--- src/rtl/disp_scan.sv ---
// Six-digit multiplexed seven-segment scanner with per-frame input snapshot,
// edit-field blinking, colon blink and alarm LED.
module disp_scan #(
  parameter int DWELL      = 1,
  parameter int BLINK_HALF = 250
) (
  input  logic       clk,
  input  logic       rst,
  input  logic [6:0] seg_in,
  input  logic [3:0] sec,
  input  logic [3:0] thi,
  input  logic [3:0] four,
  input  logic [3:0] five,
  input  logic [3:0] six,
  input  logic       set_clr,
  input  logic       set_alarm,
  input  logic       set_hour,
  input  logic       set_min,
  input  logic       set_sec,
  input  logic       alarm_flag,
  output logic [5:0] an,
  output logic [7:0] seg_out,
  output logic       led_alarm
);

  localparam logic [7:0] DWELL_LAST = 8'(DWELL - 1);
  localparam logic [9:0] BLINK_LAST = 10'(BLINK_HALF - 1);

  logic [7:0]  dwell_cnt_r;
  logic [2:0]  idx_r;
  logic [9:0]  blink_cnt_r;
  logic        blink_r;
  logic [6:0]  snap_seg_r;
  logic [19:0] snap_bcd_r;
  logic [5:0]  an_r;
  logic [7:0]  seg_r;
  logic        led_r;

  logic        advance_s;
  logic [2:0]  idx_nxt_s;
  logic        frame_start_s;
  logic [6:0]  view_seg_s;
  logic [19:0] view_bcd_s;
  logic [6:0]  raw_seg_s;
  logic [5:0]  an_nxt_s;
  logic        set_mode_s;
  logic [1:0]  field_s;
  logic        blank_s;
  logic        dp_s;

  function automatic logic [6:0] bcd_to_seg(input logic [3:0] bcd);
    logic [6:0] seg;
    case (bcd)
      4'd0:    seg = 7'b0111111;
      4'd1:    seg = 7'b0000110;
      4'd2:    seg = 7'b1011011;
      4'd3:    seg = 7'b1001111;
      4'd4:    seg = 7'b1100110;
      4'd5:    seg = 7'b1101101;
      4'd6:    seg = 7'b1111101;
      4'd7:    seg = 7'b0000111;
      4'd8:    seg = 7'b1111111;
      4'd9:    seg = 7'b1101111;
      default: seg = 7'b0000000;
    endcase
    return seg;
  endfunction

  // Scan sequencing; the first cycle of digit 0 also captures the frame, so it
  // displays the live inputs being latched into the snapshot.
  always_comb begin
    advance_s     = (dwell_cnt_r == DWELL_LAST);
    idx_nxt_s     = (idx_r >= 3'd5) ? 3'd0 : idx_r + 3'd1;
    frame_start_s = (idx_r == 3'd0) && (dwell_cnt_r == 8'd0);
    if (frame_start_s) begin
      view_seg_s = seg_in;
      view_bcd_s = {six, five, four, thi, sec};
    end else begin
      view_seg_s = snap_seg_r;
      view_bcd_s = snap_bcd_r;
    end
  end

  // Digit mux and anode pattern for the current index.
  always_comb begin
    case (idx_r)
      3'd0:    begin raw_seg_s = view_seg_s;                    an_nxt_s = 6'b111110; end
      3'd1:    begin raw_seg_s = bcd_to_seg(view_bcd_s[3:0]);   an_nxt_s = 6'b111101; end
      3'd2:    begin raw_seg_s = bcd_to_seg(view_bcd_s[7:4]);   an_nxt_s = 6'b111011; end
      3'd3:    begin raw_seg_s = bcd_to_seg(view_bcd_s[11:8]);  an_nxt_s = 6'b110111; end
      3'd4:    begin raw_seg_s = bcd_to_seg(view_bcd_s[15:12]); an_nxt_s = 6'b101111; end
      3'd5:    begin raw_seg_s = bcd_to_seg(view_bcd_s[19:16]); an_nxt_s = 6'b011111; end
      default: begin raw_seg_s = 7'b0000000;                    an_nxt_s = 6'b111111; end
    endcase
  end

  // Edit field selection (1=sec, 2=min, 3=hour); alarm set has no seconds field.
  always_comb begin
    set_mode_s = set_clr | set_alarm;
    if (set_sec && !set_alarm) begin
      field_s = 2'd1;
    end else if (set_min) begin
      field_s = 2'd2;
    end else if (set_hour) begin
      field_s = 2'd3;
    end else begin
      field_s = 2'd0;
    end
    blank_s = set_mode_s && blink_r && (field_s != 2'd0) &&
              ((idx_r[2:1] + 2'd1) == field_s);
    dp_s    = ((idx_r == 3'd2) || (idx_r == 3'd4)) && (set_mode_s || !blink_r);
  end

  // Dwell counter, digit index and frame snapshot.
  always_ff @(posedge clk or negedge rst) begin
    if (!rst) begin
      dwell_cnt_r <= 8'd0;
      idx_r       <= 3'd0;
      snap_seg_r  <= 7'd0;
      snap_bcd_r  <= 20'd0;
    end else begin
      if (advance_s) begin
        dwell_cnt_r <= 8'd0;
        idx_r       <= idx_nxt_s;
      end else begin
        dwell_cnt_r <= dwell_cnt_r + 8'd1;
      end
      if (frame_start_s) begin
        snap_seg_r <= seg_in;
        snap_bcd_r <= {six, five, four, thi, sec};
      end
    end
  end

  // Free-running blink phase.
  always_ff @(posedge clk or negedge rst) begin
    if (!rst) begin
      blink_cnt_r <= 10'd0;
      blink_r     <= 1'b0;
    end else if (blink_cnt_r == BLINK_LAST) begin
      blink_cnt_r <= 10'd0;
      blink_r     <= ~blink_r;
    end else begin
      blink_cnt_r <= blink_cnt_r + 10'd1;
    end
  end

  // Registered display and LED outputs.
  always_ff @(posedge clk or negedge rst) begin
    if (!rst) begin
      an_r  <= 6'b111111;
      seg_r <= 8'h00;
      led_r <= 1'b0;
    end else begin
      an_r  <= an_nxt_s;
      seg_r <= {dp_s, (blank_s ? 7'b0000000 : raw_seg_s)};
      led_r <= alarm_flag & blink_r;
    end
  end

  assign an        = an_r;
  assign seg_out   = seg_r;
  assign led_alarm = led_r;

endmodule
--- config.mk ---
export PLATFORM = sky130hd
export DESIGN_NAME = disp_scan
export DESIGN_NICKNAME = d
export VERILOG_FILES = /design/src/rtl/disp_scan.sv
export SDC_FILE = /design/constraint.sdc
export NUM_CORES = 1
export LEC_CHECK = 0
export CAP_MARGIN = 25
export CORE_MARGIN = 8
export CORE_UTILIZATION = 35
export DETAILED_ROUTE_END_ITERATION = 10
export REMOVE_ABC_BUFFERS = 1
export SETUP_SLACK_MARGIN = 0.15
export SLEW_MARGIN = 20
export SYNTH_ARGS = -nofsm -noshare
export SYNTH_HDL_FRONTEND = slang
export SYNTH_SLANG_ARGS = --single-unit
export TNS_END_PERCENT = 5
--- constraint.sdc ---
create_clock -name clk -period 5.2 [get_ports clk]
set_input_delay 1.04 -clock clk [delete_from_list [all_inputs] [get_ports clk]]
set_output_delay 1.04 -clock clk [all_outputs]
set_load 0.01 [all_outputs]
== After elaboration in Yosys (flattened, before gate mapping) ==
Memories as Yosys holds them, arrays and structs flattened.
Index checks and enable logic that the tools add are counted.

* Input bits: 35
* Memory bits (read-only): 560
* Register bits after elaboration: 64
* Output and inout bits: 15
* Memories: 5

* $add $sub $neg: 4
* Bitwise logic cells: 3
* Reduce and logical (&&, ||, !) cells: 13
* Equal/unequal tests: 7
* Muxes and demuxes: 11
* Order comparisons: 1

{| class="wikitable"
|+ Memory list
! name !! depth !! bits a word !! read ports !! clocked after Yosys merged registers in !! write ports !! RTL line !! text
|-
| (name not given) || 16 || 7 || 1 || 0 || 0 || 53 || <nowiki>case (bcd)</nowiki>
|-
| (name not given) || 16 || 7 || 1 || 0 || 0 || 53 ||
|-
| (name not given) || 16 || 7 || 1 || 0 || 0 || 53 ||
|-
| (name not given) || 16 || 7 || 1 || 0 || 0 || 53 ||
|-
| (name not given) || 16 || 7 || 1 || 0 || 0 || 53 ||
|}

{| class="wikitable"
|+ Operators with widths
! kind !! count
|-
| one-hot mux 7 bit (6 select lines) || 1
|-
| one-hot mux 6 bit (6 select lines) || 1
|-
| 2-to-1 mux 20 bit || 1
|-
| 2-to-1 mux 7 bit || 2
|-
| adder 10 x 1 -> 10 bit, second input constant || 1
|-
| == test 10 x 8 -> 1 bit, second input constant || 1
|-
| 2-to-1 mux 10 bit || 1
|-
| adder 8 x 1 -> 8 bit, second input constant || 1
|-
| logical NOT 8 bit || 1
|-
| 2-to-1 mux 8 bit || 1
|-
| == test 3 x 2 -> 1 bit, second input constant || 2
|-
| == test 3 bit, second input constant || 2
|-
| logical AND 1 bit || 6
|-
| 2-to-1 mux 2 bit || 3
|-
| adder 3 x 1 -> 3 bit, second input constant || 1
|-
| == test 3 x 1 -> 1 bit, second input constant || 1
|-
| greater-or-equal comparator 3 bit, second input constant || 1
|-
| logical NOT 3 bit || 1
|-
| 2-to-1 mux 3 bit || 1
|-
| adder 2 x 1 -> 2 bit, second input constant || 1
|-
| == test 2 bit || 1
|-
| logical NOT 1 bit || 2
|-
| logical OR 1 bit || 2
|-
| nonzero test 2 bit || 1
|-
| other kinds (3) || 3
|}

== Longest topological paths before layout ==
Gate-level depths: netlist (run 1).

* Depth after elaboration: 7
* Gate-level depth with buffers: 17
* Mapped depth without buffers: 14

== Worst setup path before layout (run 1) ==
Ideal clock, no wire load.

* Path kind: register to register
* Start: register idx_r[1]
* End: register seg_r[1], in the netlist seg_out[1]
* Library setup time: 140 ps
* Path buffers: 4
* Cell stages (with the launch flop): 15
* Required time: 5060 ps
* Data arrival time: 3094 ps
* Setup slack: 1966 ps
* Clock period less this slack: 3234 ps
* Cell sequence: dfrtp_1 > inv_1 > ha_1 > nor2b_1 > nand3_1 > buf_2 > buf_2 > buf_1 > buf_2 > nand2_1 > nand2_1 > ha_1 > a221o_1 > a311oi_1 > a31oi_1

* Longest elaborated chain between the ends: 6
* Elaborated cells between the ends (all ways): 19
* Those cells by class: add/sub (1); eq/ne (6); mux (4); reduce/logical (3); memory (5)

{| class="wikitable"
|+ RTL lines
! item !! RTL line !! text
|-
| start, declared || 30 || <nowiki>logic [2:0] idx_r;</nowiki>
|-
| start signal, assigned || 124 || <nowiki>idx_r <= idx_nxt_s;</nowiki>
|-
| logical NOT 3 bit || 74, 86 ||
|-
| logical AND 1 bit || 74 || <nowiki>frame_start_s = (idx_r == 3'd0) && (dwell_cnt_r == 8'd0);</nowiki>
|-
| 2-to-1 mux 20 bit || -- ||
|-
| memory (16 x 7 bit) || -- ||
|-
| one-hot mux 7 bit (6 select lines) || 86 || <nowiki>case (idx_r)</nowiki>
|-
| 2-to-1 mux 7 bit * || 156 || <nowiki>seg_r <= {dp_s, (blank_s ? 7'b0000000 : raw_seg_s)};</nowiki>
|-
| end signal, assigned || 156 ||
|-
| end, declared || 36 || <nowiki>logic [7:0] seg_r;</nowiki>
|}

Every way passes the cells marked *; elsewhere a longest branch is shown, timed or not.
A chain may end at the register's enable or synchronous reset.

== Worst setup path after layout (run 1) ==
* Start: register idx_r[1]
* End: register seg_r[6], in the netlist seg_out[6]

* Longest elaborated chain between the ends: 6
* Elaborated cells between the ends (all ways): 19
* Those cells by class: add/sub (1); eq/ne (6); mux (4); reduce/logical (3); memory (5)

{| class="wikitable"
|+ RTL lines
! item !! RTL line !! text
|-
| logical NOT 3 bit || 74 ||
|-
| logical AND 1 bit || 74 ||
|-
| 2-to-1 mux 20 bit || -- ||
|-
| net view_bcd_s[0] || 43 || <nowiki>logic [19:0] view_bcd_s;</nowiki>
|-
| memory (16 x 7 bit) || -- ||
|-
| one-hot mux 7 bit (6 select lines) || 86 ||
|-
| 2-to-1 mux 7 bit || 156 ||
|}

The timed path passes the listed nets, and every way through them passes these cells.

==> results.json, run 1 <==
{
  "postSynthCellCount": 468,
  "outcome": "finished clean",
  "route.final.wire_length_mm": 11.1,
  "worstPathMaxFanout": 26,
  "relSlewSlack": 0.385,
  "hold_violations": 0,
  "worstMarginPinSlew_ps": 920,
  "layout_worst_path_cycle_share": 0.723,
  "placement.io_buffers": 49,
  "avgRoutedWirePerCell_um": 16.7,
  "reg2reg_setup_slack_ps": 1440,
  "synthesis.area_per_instance_um2": 8.87,
  "fin_worst_hold_slack_ps": 472,
  "half_perimeter_wire_length_of_the_detailed_placement_result_mm": 8.41,
  "synth-edff-count": 0,
  "grt_antenna_before_repair": 0,
  "grt_max_degree": 65,
  "postRouteAntennaNets": 0,
  "htree_num_levels": 3,
  "rr_startpoint": "idx_r[1]$_DFFE_PN0N_",
  "synth-seq-cells": 64,
  "power.static_leakage_nw": 2.28,
  "worst_clk_skew_ps": 7.63,
  "number_of_buffers_inserted_to_repair_setup_after_cts": 0,
  "cts-resized-gates": 0,
  "inserted_clock_buffers": 9,
  "crit_path_start_kind": "flip-flop",
  "synth_async_sr_flop_share": 1.00,
  "synth.lib_cells_used.distinct": 60,
  "worstHoldEndpoint": "snap_seg_r[1]$_DFF_PN0_",
  "netlist_top_cells_area": "dfrtp_1 35%, ha_1 8.4%, nand2_1 7.9%",
  "number_of_violations_of_the_max_capacitance_limit": 0,
  "dr.first_iter.drc_count": 286,
  "power_per_cell_area_nw_per_um2": 255,
  "detail_route.vias_per_cell": 5.41,
  "min-delay-start": "snap_seg_r[1]$_DFF_PN0_",
  "period_needed_ps": 3760,
  "chipWidth_um": 125,
  "area_growth_pct": 22.8,
  "ctsHoldBuffers": 0,
  "cell_type_contributing_the_most_total_cell_area_after_synthesis": "dfrtp_1",
  "tns_ps": 0,
  "min_path_cells": 2,
  "synth_top_area_frac": 0.350,
  "core_region_area_um2": 11500,
  "timing_max_transition_violations_final": 0,
  "setup_viol": 0,
  "dominantRegCellSynth": "dfrtp_1",
  "clk_latency_ps": 330,
  "ys_seq_area_frac": 0.388,
  "die_area_um2": 15600,
  "worst_r2r_path_depth": 13,
  "vias": 3589,
  "tritoncts_clock_tree": "built",
  "worst-setup-path-type": "flip-flop to flip-flop",
  "globalRouteTotalUtil": 0.143,
  "clkSinkCount": 64,
  "nNetsFinal": 579,
  "clk_pin_slew_worst_paths_ps": 60,
  "cp_data_required_time_ps": 5450,
  "achievable-frequency_ghz": 0.266,
  "totalPowerFinal_mw": 1.30,
  "chipHeight_um": 125,
  "layout-drive-gt1-share": 0.0845,
  "post_synth_instance_area_um2": 4150,
  "rsz0062_at_grt": "no",
  "ctsLongestPathBuffers": 2,
  "largest_voltage_drop_on_the_vdd_net_mv": 0.150,
  "routabilityCongestion": 0.966,
  "first_global_vias": 3655,
  "endpoint_kind": "flip-flop",
  "grt_pass1_wl_mm": 18.2,
  "initial_core_util": 0.360,
  "io_pins": 50,
  "cp_data_arrival_time_ps": 4010,
  "antenna-diode-count": 0,
  "yosysWarningCount": 0,
  "first_pass_iters": 4,
  "std_cell_rows": 39,
  "drc_errors": 0,
  "globalRoute.totalOverflow": 0,
  "regToRegEndpoint": "seg_out[6]$_DFF_PN0_",
  "worstHoldPathType": "flip-flop to flip-flop",
  "cts.root.buffer_cell": "clkbuf_16"
}
-- critical path, cell delays in order, from the launching register on --
cell	delay (ps)
dfrtp_1	450
inv_1	190
ha_1	310
nor2b_1	390
nand3_2	560
buf_4	450
nand2_1	100
nand2_1	120
ha_1	260
a211oi_1	230
mux2i_1	100
a31oi_1	240
a31oi_1	60
a31oi_1	180
-- metrics by stage --
step                instances  instance area (um^2)  setup slack, ps  utilization
floorplan                 451                  4070             1470            -
global placement          646                  4760             1570        0.414
detailed placement        646                  4760             1490        0.414
CTS                       662                  5080             1460        0.441
global route              664                  5100             1090        0.443
finish                    664                  5100             1440        0.443
-- cell usage after synthesis (5+ instances only) --
cell type and number:
a211oi_1 5, a21oi_1 17, a31oi_1 10, buf_2 6, clkbuf_1 7, dfrtp_1 58, dfstp_2 6, ha_1 28
inv_1 29, mux2_2 7, mux2i_1 16, nand2_1 87, nand2b_1 10, nand3_1 18, nand4_1 6, nor2_1 29
nor2b_1 9, nor3_1 9, o211ai_1 5, o21ai_0 13, xnor2_1 7, xor2_1 9
-- worst max path at each step --
| stage | from | endpoint | cells after the start |
|---|---|---|---|
| finish | idx_r[1]$_DFFE_PN0N_ | seg_out[6]$_DFF_PN0_ | 13 |
| detailed placement | idx_r[1]$_DFFE_PN0N_ | seg_out[1]$_DFF_PN0_ | 10 |
| CTS | idx_r[1]$_DFFE_PN0N_ | seg_out[1]$_DFF_PN0_ | 10 |
| floorplan | idx_r[1]$_DFFE_PN0N_ | seg_out[2]$_DFF_PN0_ | 10 |
| global placement | idx_r[1]$_DFFE_PN0N_ | seg_out[1]$_DFF_PN0_ | 10 |
| global route | idx_r[1]$_DFFE_PN0N_ | seg_out[6]$_DFF_PN0_ | 13 |
-- placed cells by master (no fill, tap or decap), types with 5 or more instances in the layout --
master / instances
mux2i_1: 16
a31oi_1: 10
a21oi_1: 17
ha_1: 28
nor2_1: 29
o211ai_1: 5
xnor2_1: 7
dfstp_2: 6
nand3_1: 17
inv_1: 29
nor3_1: 9
dfrtp_1: 58
a211oi_1: 5
nand4_1: 6
nand2_1: 87
nor2b_1: 9
clkbuf_16: 9
mux2_2: 7
o21ai_0: 13
nand2b_1: 10
clkdlybuf4s50_1: 48
xor2_1: 9
-- per-layer routing --
| metal | vias up | part of all wire | track usage |
|---|---|---|---|
| met4 | 0 | 0.016 | 0.0487 |
| met2 | 88 | 0.47 | 0.235 |
| met5 | - | 0 | 0 |
| met3 | 19 | 0.055 | 0.0368 |
| li1 | 1763 | - | - |
| met1 | 1719 | 0.46 | 0.178 |
-- logic make-up (layout without fill, tap and decap cells) --
kind of cell,after synthesis,after routing,share of synthesized area
AND/OR/NAND/NOR,201,201,0.239
AO/OA/AOI/OAI,90,90,0.153
flip-flops,64,64,0.388
buffers and inverters,46,99,0.0452
adder cells (fa/ha/maj),28,28,0.0844
multiplexers,23,23,0.0576
XOR/XNOR,16,16,0.0338
-- flip-flops by register name, summed over array words and instances (netlist names) --
name,cells
blink_cnt_r,10
idx_r,3
an,6
seg_out,8
snap_seg_r,7
led_alarm,1
dwell_cnt_r,8
blink_r,1
snap_bcd_r,20
-- power breakdown --
group | internal, mW | leakage [nW] | switching (mW) | total [mW]
sequential | 0.512 | 0.776 | 0.0132 | 0.525
clock | 0.420 | 0.159 | 0.229 | 0.649
combinational | 0.0610 | 1.34 | 0.0667 | 0.128
total | 0.993 | 2.28 | 0.309 | 1.30
-- final cells by class --
cell class                 count  area, um^2
sequential                    64        1610
multi-input combinational    358        2360
inverter                      29         109
tap                          143         179
fill                        1109        6420
clock buffer                   9         225
clock inverter                 7        96.3
timing repair buffer          54         520
Note: power is estimated with default switching activity, not from simulation.
==> inputs of run 2 (changes only) <==
==> constraint.sdc (replaced) <==
create_clock -name clk -period 3.3 [get_ports clk]
set_input_delay 0.66 -clock clk [delete_from_list [all_inputs] [get_ports clk]]
set_output_delay 0.66 -clock clk [all_outputs]
set_load 0.01 [all_outputs]
==> run 2 against run 1 <==
  * Core utilization rose by 1.2 points
  * Non-clock buffer count rose by 21
  * Largest cell class unchanged
  * Critical path depth fell by 2
  * Register-to-register slack got worse by 1200 ps
  * Global-route usage rose by 0.64 points
  * Worst setup slack got worse by 1200 ps
==> results.json, run 2 (same netlist as run 1, synthesis figures left out) <==
{
  "outcome": "finished clean",
  "core_region_area_um2": 11500,
  "top_usage_layer": "met2",
  "clkSinkCount": 64,
  "std_cell_rows": 39,
  "relSlewSlack": 0.481,
  "largest_reg_by_ff_count": "snap_bcd_r",
  "clk_latency_ps": 330,
  "finalCoreUtilization": 0.455,
  "crit_path_start_kind": "flip-flop",
  "route.final.wire_length_mm": 11.5,
  "grt_pass1_wl_mm": 19.0,
  "setup_viol": 0,
  "rsz0062_at_grt": "yes",
  "first_pass_iters": 5,
  "htree_num_levels": 3,
  "half_perimeter_wire_length_of_the_detailed_placement_result_mm": 8.93,
  "met2_usage": 0.238,
  "vias": 3713,
  "power_per_cell_area_nw_per_um2": 378,
  "worst_clk_skew_ps": 8.07,
  "avgRoutedWirePerCell_um": 16.8,
  "io_pins": 50,
  "achievable-frequency_ghz": 0.332,
  "layout_worst_path_cycle_share": 0.914,
  "stdcell_area_um2": 5240,
  "groute.layer.met1.usage": 0.194,
  "globalRouteTotalUtil": 0.149,
  "critical-path-top-delay-family": "simple AND/OR/NAND/NOR gates",
  "layout_common_cells": "87 x nand2_1, 58 x dfrtp_1, 48 x clkdlybuf4s50_1",
  "initial_core_util": 0.360,
  "top_regs": "snap_bcd_r x20, blink_cnt_r x10",
  "critical_path.n_buffers_inverters": 2,
  "worst-setup-path-type": "flip-flop to flip-flop",
  "critical_path.cell_chain": "inv_1 > ha_1 > or3b_2 > nor3_4 > buf_4 > nand2_1 > nand2_1 > ha_1 > a221o_1 > a311oi_1 > a31oi_1",
  "number_of_violations_of_the_max_capacitance_limit": 0,
  "period_needed_ps": 3020,
  "standard_cell_area_after_detailed_placement_um2": 4870,
  "endpoint_kind": "flip-flop",
  "clk_pin_slew_worst_paths_ps": 60,
  "routabilityCongestion": 0.905,
  "grt_max_degree": 36,
  "die_area_um2": 15600,
  "chipHeight_um": 125,
  "worstHoldPathType": "input port to async pin",
  "drc_errors": 0,
  "first_global_vias": 3689,
  "max_stage_delay_ps": 510,
  "globalRouteMet3Util": 0.0347,
  "grt_antenna_before_repair": 0,
  "antenna-diode-count": 0,
  "largest_register_ff_count": 20,
  "layout-drive-gt1-share": 0.124,
  "cts.root.buffer_cell": "clkbuf_16",
  "cp_data_arrival_time_ps": 3200,
  "worstMarginPinSlew_ps": 778,
  "placement.io_buffers": 49,
  "globalRoute.totalOverflow": 0,
  "area_growth_pct": 26.3,
  "detail_route.vias_per_cell": 5.42,
  "chipWidth_um": 125,
  "power.static_leakage_nw": 2.37,
  "worst_path_max_delay_cell": "or3b_2",
  "timing_max_transition_violations_final": 0,
  "layout_commonest_cell": "nand2_1",
  "worstPathMaxFanout": 6,
  "largest_voltage_drop_on_the_vdd_net_mv": 0.262,
  "tritoncts_clock_tree": "built",
  "inserted_clock_buffers": 9,
  "cp_data_required_time_ps": 3490,
  "hold_violations": 0,
  "postRouteAntennaNets": 0,
  "nNetsFinal": 600,
  "dr.first_iter.drc_count": 242,
  "ctsLongestPathBuffers": 2
}
-- run 2: path summary, 6_finish.rpt --
check,from,endpoint,slack (ps),cells after the start
worst max-delay path,dwell_cnt_r[0]$_DFF_PN0_,seg_out[1]$_DFF_PN0_,280,11
worst min-delay path,rst,blink_cnt_r[9]$_DFF_PN0_,400,1
worst max register to register,dwell_cnt_r[0]$_DFF_PN0_,seg_out[1]$_DFF_PN0_,280,11
worst min register to register,blink_cnt_r[9]$_DFF_PN0_,blink_cnt_r[9]$_DFF_PN0_,470,1
max in group asynchronous,rst,an[1]$_DFF_PN1_,2100,2
min in group clk,blink_cnt_r[9]$_DFF_PN0_,blink_cnt_r[9]$_DFF_PN0_,470,1
-- run 2: power by group --
group	switching, mW	internal, mW	total [mW]
sequential	0.0217	0.807	0.829
combinational	0.109	0.0982	0.207
clock	0.362	0.584	0.946
-- run 2: worst register-to-register path: cells and delay by family (launching register included) --
family / cells / cell delay [ps]
flip-flops: 1 / 410
adder cells (fa/ha/maj): 2 / 380
AND/OR/NAND/NOR: 4 / 980
AO/OA/AOI/OAI: 3 / 810
buffers and inverters: 2 / 280
-- run 2: layout make-up --
class	instances	area, um^2
Multi-Input combinational cell	358	2360
Sequential cell	64	1610
Clock buffer	9	225
Fill cell	1135	6280
Tap cell	143	179
Inverter	29	109
Timing Repair Buffer	75	682
Clock inverter	7	72.6
-- run 2: metal layers --
| layer | vias up | part of all wire |
|---|---|---|
| li1 | 1795 | - |
| met1 | 1786 | 0.47 |
| met2 | 112 | 0.45 |
| met3 | 20 | 0.053 |
| met4 | 0 | 0.026 |
| met5 | - | 0 |
-- run 2: what timing repair did --
action,CTS,global route
setup endpoints to repair,0,4
hold endpoints to repair,0,0
hold buffers,0,0
buffers inserted,0,8
resized for setup,0,4
-- run 2: per-stage QoR --
step | power [mW] | hold slack (ps) | TNS [ps] | std cells | worst slack, ps
6_report | 1.98 | 401 | 0 | 685 | 284
5_1_grt | 2.07 | 465 | 0 | 685 | 119
4_1_cts | 2.00 | 433 | 0 | 676 | 256
3_5_place_dp | 1.05 | 456 | 0 | 660 | 265
3_3_place_gp | 1.04 | 456 | 0 | 660 | 345
2_1_floorplan | 0.934 | 364 | -1880 | 451 | -434
